## src/rtl/fpu_pkg.sv

```systemverilog
// -----------------------------------------------------------------------------
// fpu_pkg
// Shared definitions for the FPU sequencer/arbiter and its neighbours:
//   - FPU datapath widths (operand/result width, command width)
//   - FPU command code constants (passed through unmodified by the arbiter)
//   - fpu_arbiter state encoding
// No ports; this is a package.
// -----------------------------------------------------------------------------
package fpu_pkg;

    localparam int FPU_WIDTH = 32;
    localparam int FPU_CMD_W = 4;

    localparam logic [FPU_CMD_W-1:0] FPU_CMD_ADD     = 4'd0;
    localparam logic [FPU_CMD_W-1:0] FPU_CMD_SUB     = 4'd1;
    localparam logic [FPU_CMD_W-1:0] FPU_CMD_MUL     = 4'd2;
    localparam logic [FPU_CMD_W-1:0] FPU_CMD_DIV     = 4'd3;
    localparam logic [FPU_CMD_W-1:0] FPU_CMD_SQRT    = 4'd4;
    localparam logic [FPU_CMD_W-1:0] FPU_CMD_ABS     = 4'd5;
    localparam logic [FPU_CMD_W-1:0] FPU_CMD_NEG     = 4'd6;
    localparam logic [FPU_CMD_W-1:0] FPU_CMD_CMP     = 4'd7;
    localparam logic [FPU_CMD_W-1:0] FPU_CMD_CVT_W_S = 4'd8;
    localparam logic [FPU_CMD_W-1:0] FPU_CMD_CVT_S_W = 4'd9;

    typedef enum logic [1:0] {
        FA_IDLE = 2'd0,
        FA_EXEC = 2'd1,
        FA_RESP = 2'd2
    } fa_state_e;

endpackage

```

## src/rtl/fpu_arbiter_rr_arbiter.sv

```systemverilog
// -----------------------------------------------------------------------------
// rr_arbiter
// Purely combinational round-robin priority picker. The search starts at the
// requester just above last_grant and wraps modulo N; the first set request
// bit found wins.
// Ports:
//   req        in  N     request vector
//   last_grant in  IDXW  index of the most recently served requester
//   grant      out N     one-hot grant (all zero when req is all zero)
// -----------------------------------------------------------------------------
module rr_arbiter #(
    parameter int N    = 2,
    parameter int IDXW = (N > 1) ? $clog2(N) : 1
) (
    input  logic [N-1:0]    req,
    input  logic [IDXW-1:0] last_grant,
    output logic [N-1:0]    grant
);

    logic [IDXW-1:0] w_idx;
    logic            w_found;
    logic            w_hit;

    // Rotating priority search; w_found masks every candidate after the first hit.
    always_comb begin
        grant   = '0;
        w_idx   = '0;
        w_found = 1'b0;
        w_hit   = 1'b0;
        for (int i = 1; i <= N; i++) begin
            w_idx        = IDXW'((int'(last_grant) + i) % N);
            w_hit        = req[w_idx] & ~w_found;
            grant[w_idx] = grant[w_idx] | w_hit;
            w_found      = w_found | w_hit;
        end
    end

endmodule

```

## src/rtl/fpu_arbiter.sv

```systemverilog
// -----------------------------------------------------------------------------
// fpu_arbiter
// Shares one external combinational FPU between NUM_REQ requesters. A granted
// request's operands are latched and driven to the FPU for SETTLE cycles, the
// FPU result is then captured and returned on the owner's response channel.
// Ports:
//   clk, reset                 clock, asynchronous active-low reset
//   req_valid/req_ready        per-requester request handshake (ready one-hot)
//   req_a/req_b/req_cmd        packed per-requester operands and command
//   rsp_valid/rsp_ready        per-requester response handshake
//   rsp_result                 captured FPU result
//   fpu_a/fpu_b/fpu_cmd        registered FPU inputs
//   fpu_result                 FPU output
//   busy                       high while in EXEC or RESP
// -----------------------------------------------------------------------------
module fpu_arbiter
    import fpu_pkg::*;
#(
    parameter int NUM_REQ = 2,
    parameter int SETTLE  = 2
) (
    input  logic                         clk,
    input  logic                         reset,
    input  logic [NUM_REQ-1:0]           req_valid,
    output logic [NUM_REQ-1:0]           req_ready,
    input  logic [FPU_WIDTH*NUM_REQ-1:0] req_a,
    input  logic [FPU_WIDTH*NUM_REQ-1:0] req_b,
    input  logic [FPU_CMD_W*NUM_REQ-1:0] req_cmd,
    output logic [NUM_REQ-1:0]           rsp_valid,
    input  logic [NUM_REQ-1:0]           rsp_ready,
    output logic [FPU_WIDTH-1:0]         rsp_result,
    output logic [FPU_WIDTH-1:0]         fpu_a,
    output logic [FPU_WIDTH-1:0]         fpu_b,
    output logic [FPU_CMD_W-1:0]         fpu_cmd,
    input  logic [FPU_WIDTH-1:0]         fpu_result,
    output logic                         busy
);

    localparam int IDXW = $clog2(NUM_REQ);
    // Counter only ever holds SETTLE-1 .. 0.
    localparam int CNTW = (SETTLE > 1) ? $clog2(SETTLE) : 1;
    localparam logic [CNTW-1:0]    CNT_LOAD  = CNTW'(SETTLE - 1);
    localparam logic [IDXW-1:0]    LAST_INIT = IDXW'(NUM_REQ - 1);
    localparam logic [NUM_REQ-1:0] ONE_OH    = {{(NUM_REQ-1){1'b0}}, 1'b1};

    fa_state_e             r_state;
    fa_state_e             w_state_nxt;
    logic [IDXW-1:0]       r_last_grant;
    logic [IDXW-1:0]       r_owner;
    logic [IDXW-1:0]       w_grant_idx;
    logic [CNTW-1:0]       r_cnt;
    logic [FPU_WIDTH-1:0]  r_a;
    logic [FPU_WIDTH-1:0]  r_b;
    logic [FPU_CMD_W-1:0]  r_cmd;
    logic [FPU_WIDTH-1:0]  r_result;
    logic [NUM_REQ-1:0]    r_rsp_valid;
    logic [NUM_REQ-1:0]    w_rsp_valid_nxt;
    logic [NUM_REQ-1:0]    w_grant;
    logic [NUM_REQ-1:0]    w_owner_oh;
    logic                  r_busy;
    logic                  w_load;
    logic                  w_capture;
    logic                  w_accept;

    logic [FPU_WIDTH-1:0]  w_a_arr   [NUM_REQ];
    logic [FPU_WIDTH-1:0]  w_b_arr   [NUM_REQ];
    logic [FPU_CMD_W-1:0]  w_cmd_arr [NUM_REQ];

    for (genvar g = 0; g < NUM_REQ; g++) begin : g_unpack
        assign w_a_arr[g]   = req_a[FPU_WIDTH*g +: FPU_WIDTH];
        assign w_b_arr[g]   = req_b[FPU_WIDTH*g +: FPU_WIDTH];
        assign w_cmd_arr[g] = req_cmd[FPU_CMD_W*g +: FPU_CMD_W];
    end

    rr_arbiter #(
        .N    (NUM_REQ),
        .IDXW (IDXW)
    ) u_rr (
        .req        (req_valid),
        .last_grant (r_last_grant),
        .grant      (w_grant)
    );

    // Encode the one-hot grant as an index for operand selection and ownership.
    always_comb begin
        w_grant_idx = '0;
        for (int i = 0; i < NUM_REQ; i++) begin
            w_grant_idx = w_grant_idx | (IDXW'(i) & {IDXW{w_grant[i]}});
        end
    end

    // Ready is combinational in IDLE and forced low while reset is asserted.
    assign req_ready  = ((r_state == FA_IDLE) && reset) ? w_grant : '0;
    assign w_owner_oh = ONE_OH << r_owner;

    // Next-state logic and datapath enables.
    always_comb begin
        w_state_nxt = r_state;
        w_load      = 1'b0;
        w_capture   = 1'b0;
        w_accept    = 1'b0;
        case (r_state)
            FA_IDLE: begin
                if (|(req_valid & req_ready)) begin
                    w_state_nxt = FA_EXEC;
                    w_load      = 1'b1;
                end else begin
                    w_state_nxt = FA_IDLE;
                end
            end
            FA_EXEC: begin
                if (r_cnt == '0) begin
                    w_state_nxt = FA_RESP;
                    w_capture   = 1'b1;
                end else begin
                    w_state_nxt = FA_EXEC;
                end
            end
            FA_RESP: begin
                // Only the owner's rsp_ready can retire the response.
                if (rsp_ready[r_owner]) begin
                    w_state_nxt = FA_IDLE;
                    w_accept    = 1'b1;
                end else begin
                    w_state_nxt = FA_RESP;
                end
            end
            default: begin
                w_state_nxt = FA_IDLE;
            end
        endcase
    end

    // Next value of the registered response-valid vector.
    always_comb begin
        if (w_capture) begin
            w_rsp_valid_nxt = w_owner_oh;
        end else if (w_accept) begin
            w_rsp_valid_nxt = '0;
        end else begin
            w_rsp_valid_nxt = r_rsp_valid;
        end
    end

    // State register and status flags.
    always_ff @(posedge clk or negedge reset) begin
        if (!reset) begin
            r_state     <= FA_IDLE;
            r_rsp_valid <= '0;
            r_busy      <= 1'b0;
        end else begin
            r_state     <= w_state_nxt;
            r_rsp_valid <= w_rsp_valid_nxt;
            r_busy      <= (w_state_nxt != FA_IDLE);
        end
    end

    // Operand latch, settle counter, result capture and round-robin history.
    always_ff @(posedge clk or negedge reset) begin
        if (!reset) begin
            r_a          <= '0;
            r_b          <= '0;
            r_cmd        <= '0;
            r_owner      <= '0;
            r_cnt        <= '0;
            r_result     <= '0;
            r_last_grant <= LAST_INIT;
        end else begin
            if (w_load) begin
                r_a     <= w_a_arr[w_grant_idx];
                r_b     <= w_b_arr[w_grant_idx];
                r_cmd   <= w_cmd_arr[w_grant_idx];
                r_owner <= w_grant_idx;
                r_cnt   <= CNT_LOAD;
            end else if ((r_state == FA_EXEC) && (r_cnt != '0)) begin
                r_cnt <= r_cnt - CNTW'(1);
            end
            if (w_capture) begin
                r_result <= fpu_result;
            end
            if (w_accept) begin
                r_last_grant <= r_owner;
            end
        end
    end

    assign fpu_a      = r_a;
    assign fpu_b      = r_b;
    assign fpu_cmd    = r_cmd;
    assign rsp_result = r_result;
    assign rsp_valid  = r_rsp_valid;
    assign busy       = r_busy;

endmodule

```

## config.mk

```make
export PLATFORM = sky130hd
export DESIGN_NAME = fpu_arbiter
export DESIGN_NICKNAME = d
export VERILOG_FILES = /design/src/rtl/fpu_pkg.sv /design/src/rtl/fpu_arbiter_rr_arbiter.sv /design/src/rtl/fpu_arbiter.sv
export SDC_FILE = /design/constraint.sdc
export NUM_CORES = 1
export LEC_CHECK = 0
export ABC_CLOCK_PERIOD_IN_PS = 1880
export CAP_MARGIN = 40
export CORE_UTILIZATION = 38
export CTS_CLUSTER_DIAMETER = 200
export DETAILED_ROUTE_END_ITERATION = 12
export PLACE_DENSITY = 0.81
export SLEW_MARGIN = 20
export SYNTH_ARGS = -nofsm -noshare
export SYNTH_HDL_FRONTEND = slang
export SYNTH_SLANG_ARGS = --single-unit
```

## constraint.sdc

```tcl
create_clock -name clk -period 1.88 [get_ports clk]
set_clock_uncertainty 0.15 [all_clocks]
set_input_delay 0.282 -clock clk [delete_from_list [all_inputs] [get_ports clk]]
set_output_delay 0.282 -clock clk [all_outputs]
set_load 0.05 [all_outputs]
```

==> results.txt <==
status -> finished with violations
failing checks -> hold timing, setup timing
Mapped Area -> 4770 sq um
pwr/cell area -> 1900 nW/um^2
Worst Path Arrival -> 1480 ps
P_leak -> 3.38 nW
worst skew pair latency -> 330 ps
Crit Path Category -> reg2out
GPL Wtd Cong -> 0.827
HPWL after DPL -> 11,200 um
global-route wire length before repair -> 24,000 um
Cell Area, Placed -> 7520 sq um
drt first-iter violations -> 353
final hold vios -> 107
Yosys top cell by area -> dfrtp_1
top-count cell post-synth -> dfrtp_1
Least-Margin Pin Slew -> 590 ps
sequential standard cell area -> 2700 sq um
total CTS buffers -> 9
CP required -> 1450 ps
vias in the first global route -> 4,559
Die Wd -> 114 um
Util after Layout -> 65.4%
H-tree depth -> 3
total die area -> 13,000 sq um
ranking of synthesized cells by area -> dfrtp_1, o32ai_1, a2bb2oi_1
final period utilization -> 102%
setup violators final -> 2
grt total ovfl -> 0
CTS sink count -> 108
drt via density -> 5.43
# IOs -> 279
final instance area -> 7920 sq um
critical path startpoint category -> register
hold slack -> -127 ps
iteration count of the initial detailed-routing pass -> 4
clk slew on worst S/H paths -> 60 ps
die height -> 114 um
FFs w/ async S/R, synth -> 100%
flops & latches, synth -> 108
Synth cell types -> 30
Inserted Diodes -> 0
Core ar. -> 12,100 sq um
Relative slew margins -> 60.7%
RSZ-0062 raised after global routing -> yes
initial antenna violation count -> 0
Hold WC Path Type -> in2async
Yosys top cell area share -> 56.2%
fillers -> 937
Multi-input gate area -> 1930 sq um
Layout Nets -> 859
Top FF cell, synth -> dfrtp_1
CP cell instances -> or3b_4, nor3_4, buf_12
CP Buf/Inv Count -> 1
root buffer cell -> clkbuf_16
DR vias -> 4,660
crit path max-delay cell type -> or3b_4
final antenna-violating net count -> 0
fin. max-slew vios -> 0
R2R setup slack -> 40 ps
EDFF count, synth -> 0
worst-case vdd ir drop -> 0.00106 V
layout cells sized above 1 -> 24.6%
Rows -> 40
critical path fanouts, max -> 4
Post-Syn Nets -> 596
max-cap viol count -> 0
Residual DRC -> 0
I/O Buffers -> 278
register area share after synthesis -> 56.7%
initial core utilization -> 39.4%
Cells after Synth -> 422
synth warn -> 0
CP peak stage delay -> 440 ps
WL final -> 15,800 um
CP Capture Type -> primary output
GRT Total Usage -> 23.9%
P&R area growth vs syn -> 66.1%
CP delay by family, top -> simple AND/OR/NAND/NOR gates
Wirelength per Cell -> 18.4 um
Max Root-Sink Buffers -> 2
Synth top cells by count -> dfrtp_1, nand2_1, o32ai_1
fmax -> 0.524 GHz
largest net degree at the start of global routing -> 109
post-route minimum period -> 1910 ps
TritonCTS clock tree -> yes
Avg Cell Area, Syn -> 11.3 sq um
Final WS setup -> -29.2 ps
## cells by family (layout without fill, tap and decap cells)
kind of cell / Yosys count / count (layout) / share of synthesized area, %
AOI/OAI and AO/OA: 147 / 147 / 27.8
DFF: 108 / 108 / 56.7
and+or+nand+nor: 118 / 118 / 10.5
buffers and inverters: 48 / 316 / 4.78
muxes: 1 / 1 / 0.210
## layout make-up
type | instances | area share, %
Clock buffer | 14 | 3.46
Clock inverter | 2 | 0.221
Inverter | 1 | 0.0474
Multi-Input combinational cell | 266 | 24.3
Sequential cell | 108 | 34.1
Tap cell | 168 | 2.65
Timing Repair Buffer | 299 | 35.2
## path summary, 6_finish.rpt
path / startpoint / end / cells after the start
max in group asynchronous: reset / rsp_result[1]$_DFFE_PN0P_ / 2
worst max register to register: r_state[1]$_DFF_PN0_ / fpu_b[29]$_DFFE_PN0P_ / 5
worst min-delay path: reset / rsp_valid[0]$_DFFE_PN0P_ / 2
worst max-delay path: r_state[1]$_DFF_PN0_ / req_ready[0] / 3
worst min register to register: rsp_result[4]$_DFFE_PN0P_ / rsp_result[4]$_DFFE_PN0P_ / 2
min in group clk: fpu_result[6] / rsp_result[6]$_DFFE_PN0P_ / 3
## registers in the layout (all words and copies together) (netlist names)
| name | cells |
|---|---|
| busy | 1 |
| rsp_result | 32 |
| fpu_cmd | 4 |
| fpu_a | 32 |
| r_last_grant | 1 |
| r_owner | 1 |
| r_cnt | 1 |
| r_state | 2 |
| rsp_valid | 2 |
| fpu_b | 32 |
## cells in the final DEF (no fill, tap or decap), types with 2 or more instances in the layout
cell type / instances
nor2_4: 2
dfrtp_1: 107
nand2_1: 101
clkbuf_1: 2
clkbuf_8: 3
buf_12: 8
clkdlybuf4s50_1: 172
o32ai_1: 68
a2bb2oi_2: 18
clkbuf_16: 9
nor2_1: 3
a21oi_1: 4
clkinv_4: 2
a22oi_1: 2
o21ai_0: 2
nor3b_4: 2
a2bb2oi_1: 50
buf_4: 117
## power breakdown
part	total (mW)	switching, mW	internal (mW)
logic	9.03	5.86	3.17
clock network	1.84	0.823	1.02
registers	4.18	0.731	3.45
total	15.0	7.41	7.63
## through the flow
step	cells	hold slack [ps]	total power, mW	setup WS, ps	setup TNS [ps]
6_report	858	-127	15.0	-29.2	-38.7
3_3_place_gp	837	293	12.9	-17.6	-27.2
3_5_place_dp	837	300	13.1	-37.9	-255
2_1_floorplan	422	-164	10.1	-130	-130
5_1_grt	858	-56.0	15.7	-81.7	-182
4_1_cts	855	-71.1	15.0	-64.5	-84.7
## worst register-to-register path, cell delays in order, from the launching register on
cell and delay [ps]:
dfrtp_1 380, or3b_4 440, buf_4 160, nor2_4 170, buf_12 250, a2bb2oi_1 220
## routing by layer
layer  share of wire (%)  track usage [%]  vias to the layer above  wire length, um
met1                  39             28.6                     2244             6150
met5                   0                0                        -                0
met2                  50             41.2                      250             7940
met4                 3.3             10.7                        0              527
met3                 7.4             5.26                       38             1170
li1                    -                -                     2128                -
## repair_timing
action | CTS | global route
setup buffers | 2 | 3
endpoints found under the hold margin | 107 | 107
endpoints found under the setup margin | 2 | 2
pin swaps | 2 | 2
resized for setup | 4 | 9
Note: power is estimated with default switching activity, not from simulation.
